$ cat src/rtl/bet_entry_sequencer.sv
// Keypad-to-checker feeder: collects a ticket of unique digits, then replays it to the core
// one digit per clock and closes the game with a single fim_jogo pulse.
module bet_entry_sequencer #(
  parameter int NUM_DIGITS = 5,
  parameter int DIGIT_W    = 4,
  parameter int MAX_DIGIT  = 9
) (
  input  logic               clock,
  input  logic               reset,
  input  logic [DIGIT_W-1:0] digit_in,
  input  logic               digit_valid,
  input  logic               confirm,
  input  logic               cancel,
  output logic [DIGIT_W-1:0] numero,
  output logic               insere,
  output logic               fim_jogo,
  output logic [2:0]         count,
  output logic               busy,
  output logic               err
);

  typedef enum logic [1:0] {COLLECT, FULL, SEND, END} state_t;

  localparam logic [DIGIT_W-1:0] MAX_D    = DIGIT_W'(MAX_DIGIT);
  localparam logic [2:0]         LAST     = 3'(NUM_DIGITS - 1);
  localparam logic [2:0]         FULL_CNT = 3'(NUM_DIGITS);

  state_t             state, state_nxt;
  logic [2:0]         count_nxt;
  logic [2:0]         idx, idx_nxt;
  logic [DIGIT_W-1:0] numero_nxt;
  logic               insere_nxt, fim_nxt, err_nxt;
  logic               wr_en, dup, accept;
  logic [DIGIT_W-1:0] digit_buf [NUM_DIGITS];

  assign busy = (state == SEND) || (state == END);

  // Only the live part of the buffer takes part in the duplicate check.
  always_comb begin
    dup = 1'b0;
    for (int i = 0; i < NUM_DIGITS; i++) begin
      if (i < int'(count) && digit_buf[i] == digit_in) dup = 1'b1;
    end
    accept = digit_valid && (digit_in <= MAX_D) && !dup;
  end

  always_comb begin
    state_nxt  = state;
    count_nxt  = count;
    idx_nxt    = idx;
    numero_nxt = '0;
    insere_nxt = 1'b0;
    fim_nxt    = 1'b0;
    err_nxt    = 1'b0;
    wr_en      = 1'b0;
    case (state)
      COLLECT: begin
        if (cancel) begin
          count_nxt = '0;
        end else begin
          if (accept) begin
            wr_en     = 1'b1;
            count_nxt = count + 3'd1;
            if (count == LAST) state_nxt = FULL;
          end else if (digit_valid) begin
            err_nxt = 1'b1;
          end
          // A confirm arriving with the digit that completes the ticket is silently dropped.
          if (confirm && !(accept && count == LAST)) err_nxt = 1'b1;
        end
      end
      FULL: begin
        if (cancel) begin
          count_nxt = '0;
          state_nxt = COLLECT;
        end else begin
          err_nxt = digit_valid;
          if (confirm) begin
            state_nxt  = SEND;
            numero_nxt = digit_buf[0];
            insere_nxt = 1'b1;
            idx_nxt    = 3'd1;
          end
        end
      end
      SEND: begin
        err_nxt = digit_valid;
        if (idx == FULL_CNT) begin
          state_nxt = END;
          fim_nxt   = 1'b1;
        end else begin
          numero_nxt = digit_buf[idx];
          insere_nxt = 1'b1;
          idx_nxt    = idx + 3'd1;
        end
      end
      END: begin
        err_nxt   = digit_valid;
        state_nxt = COLLECT;
        count_nxt = '0;
        idx_nxt   = '0;
      end
      default: state_nxt = COLLECT;
    endcase
  end

  always_ff @(posedge clock) begin
    if (reset) begin
      state    <= COLLECT;
      count    <= '0;
      idx      <= '0;
      numero   <= '0;
      insere   <= 1'b0;
      fim_jogo <= 1'b0;
      err      <= 1'b0;
    end else begin
      state    <= state_nxt;
      count    <= count_nxt;
      idx      <= idx_nxt;
      numero   <= numero_nxt;
      insere   <= insere_nxt;
      fim_jogo <= fim_nxt;
      err      <= err_nxt;
    end
  end

  always_ff @(posedge clock) begin
    if (wr_en) digit_buf[count] <= digit_in;
  end

endmodule

$ cat config.mk
export PLATFORM = sky130hd
export DESIGN_NAME = bet_entry_sequencer
export DESIGN_NICKNAME = d
export VERILOG_FILES = /design/src/rtl/bet_entry_sequencer.sv
export SDC_FILE = /design/constraint.sdc
export NUM_CORES = 1
export LEC_CHECK = 0
export ABC_AREA = 0
export CORE_ASPECT_RATIO = 0.5
export CORE_MARGIN = 5
export CORE_UTILIZATION = 30
export DETAILED_ROUTE_END_ITERATION = 10
export GPL_ROUTABILITY_DRIVEN = 1
export PLACE_DENSITY = 0.45
export SYNTH_ARGS = -nofsm -noshare
export SYNTH_HDL_FRONTEND = slang
export SYNTH_SLANG_ARGS = --single-unit
$ cat constraint.sdc
create_clock -name clock -period 2.91 [get_ports clock]
set_clock_uncertainty 0.15 [all_clocks]
set_input_delay 0.291 -clock clock [delete_from_list [all_inputs] [get_ports clock]]
set_output_delay 0.291 -clock clock [all_outputs]
set_load 0.01 [all_outputs]
==> flow_summary.yaml <==
run_status:
  status: "finished clean"
logic_synthesis:
  synth_edf_count: 32
  syn_nets: 229
  synth_cell_type_count: 46
  ys_ff_latch: 50
  postSynthAreaPerCell_um2: 12.0
  yosysSeqAreaShare_pct: 52.4
  syn-cell-area_um2: 2520
  async_flop_share_pct: 0
  synth_cells: 211
  yosysWarnings: 0
  synth_ff_type: "edfxtp_1"
finish:
  design_area_um2: 3020
  layout-drive-gt1-share_pct: 11.9
  final_common_cell: "edfxtp_1"
  final_cell_mix: "edfxtp_1, nor2_1, clkdlybuf4s50_1"
  layout.cells.non_filler: 347
  n_fill_cell: 797
  fin_nets: 252
  syn_to_final_growth_pct: 19.7
  diodes: 0
sta:
  finalCritPeriodShare_pct: 87.9
  whs_ns: 0.366
  fin_tns_setup_ns: 0
  setup_violations: 0
  relSlewSlack_pct: 63.4
  fmax_mhz: 391
  drv_slew: 0
  rsz0062_at_grt: "no"
  hold_viol_final: 0
  worst_pin_slew_ns: 0.548
  fin_crit_ns: 2.56
drt:
  vias_per_cell: 5.00
  dr_total_vias: 1736
  drt-total-wl_um: 6270
  drc: 0
  initialDrtViolationCount: 135
  ant_nets: 0
  drt_pass1_iterations: 4
  routedWlPerCell_um: 18.1
pwr:
  comb_power_share_pct: 7.1
  clockPowerShare_pct: 39.7
  totalPowerFinal_mw: 1.44
  intPower_mw: 1.12
  power_density_nw_per_um2: 477
  power_frac_seq_pct: 53.2
  ir_drop_v: 0.000240
  netSwitchingFraction_pct: 22.4
  p_leak_nw: 1.02
  power.switching_mw: 0.322
cts:
  postCtsHoldBufs: 0
  cts_tree: "done"
  clock_latency_ns: 0.29
  clock_path_buffers: 2
  ctsResizeCount: 0
  cts_max_level: 2
  cts_setup_buffers: 0
  cts_root_buffer: "clkbuf_16"
  clock-sinks: 50
  cts-buffers-inserted: 5
  clk_pin_slew_ns: 0.07
die:
  start_util_pct: 31.2
  num_rows: 23
  pin_count: 20
  die-area_um2: 10500
  die_width_um: 140
  core_um2: 8090
  fp.dieH_um: 74.8
critical_path:
  crit_path_cell_trace: "clkdlybuf4s50_1, xor2_1, nor3_1, a22oi_2, nand3_1, nor3_2, buf_4, and4_1"
  arrival_ns: 2.39
  worstSetupPathType: "in2reg"
  slowest_delay_ns: 0.75
  start_kind: "input port"
  worstSetupEndpointType: "flop"
  path_max_fanout: 8
  required_ns: 2.75
  crit_slowest_cell: "clkdlybuf4s50_1"
global_routing:
  gr-total-overflow: 0
  grt_pass1_vias: 1740
  grt_antenna_before_repair: 0
  grt_pass1_wl_um: 9940
  grt_use_total_pct: 12.7
  grt_max_degree: 16
job:
  maxCapViolations: 0
place:
  io_buffers: 19
  gp_congestion: 0.871
  place_inst: 339
  post_dp_cell_area_um2: 2880
  detailed_place_hpwl_um: 4670
min_path:
  hold_class: "reg2reg"
==> sequential cells by signal, summed over array words and instances, names as in the netlist, named ones only <==
signal / cells
numero: 4
idx: 3
fim_jogo: 1
count: 3
state: 1
insere: 1
digit_buf: 32
err: 1
==> Yosys cell counts, types with 6 or more instances <==
master / n / area [µm²]
buf_2: 6 / 30.0
nand2_1: 8 / 30.0
inv_1: 6 / 22.5
mux4_2: 8 / 180
nor2_1: 23 / 86.3
xor2_1: 18 / 158
nor3_1: 6 / 30.0
a21oi_1: 13 / 65.1
ha_1: 9 / 113
dfxtp_1: 18 / 360
edfxtp_1: 32 / 961
==> worst max-delay path: cells and delay by family <==
family                 cells  cell delay [ns]
AO/OA/AOI/OAI              1             0.21
XOR/XNOR                   1             0.19
buffers and inverters      2             0.95
AND/OR/NAND/NOR            4             0.75
==> routing by layer <==
layer,global-route usage (%),up-vias,share of wire (%)
met5,0,-,0
met3,3.74,7,6.3
li1,-,816,-
met1,17.8,862,50
met4,3.54,0,1.2
met2,19.3,51,43
==> logic make-up after synthesis <==
group / count (synthesis) / share of synthesized area [%]
AOI/OAI and AO/OA: 34 / 9.47
xor gates and xnor gates: 20 / 6.94
adders and majority gates: 9 / 4.46
buffers and inverters: 17 / 3.12
DFF: 50 / 52.4
muxes: 13 / 9.13
and+or+nand+nor: 68 / 14.5
==> area by class of cell <==
class / instances / area, µm² / share of cell area, %
Clock inverter: 3 / 16.3 / 0.539
Inverter: 7 / 26.3 / 0.870
Timing Repair Buffer: 26 / 268 / 8.87
Sequential cell: 50 / 1320 / 43.8
Multi-Input combinational cell: 144 / 1120 / 37.2
Clock buffer: 5 / 125 / 4.14
Tap cell: 112 / 140 / 4.64
==> final timing paths <==
check | startpoint | end | slack, ns | cells past startpoint
max | digit_in[1] | digit_buf[2][1] | 0.35 | 8
min reg2reg | idx[2] | fim_jogo | 0.37 | 2
min | idx[2] | fim_jogo | 0.37 | 2
max reg2reg | state[0] | flop | 0.42 | 7
==> power by group through the flow <==
| stage | combinational (mW) | sequential [mW] | clock [mW] |
|---|---|---|---|
| after floorplan | 0.0510 | 0.781 | 0 |
| after global placement | 0.105 | 0.782 | 0 |
| after detailed placement | 0.103 | 0.782 | 0 |
| after CTS | 0.103 | 0.766 | 0.583 |
| after global routing | 0.111 | 0.766 | 0.617 |
| final | 0.102 | 0.766 | 0.573 |
==> metrics by stage <==
stage | setup slack, ns | util, %
global placement | 0.173 | 35.6
CTS | 0.381 | 37.3
floorplan | 0.694 | -
finish | 0.352 | 37.3
detailed placement | 0.0845 | 35.6
global route | 0.246 | 37.3
Power figures use the tool's default switching activity.
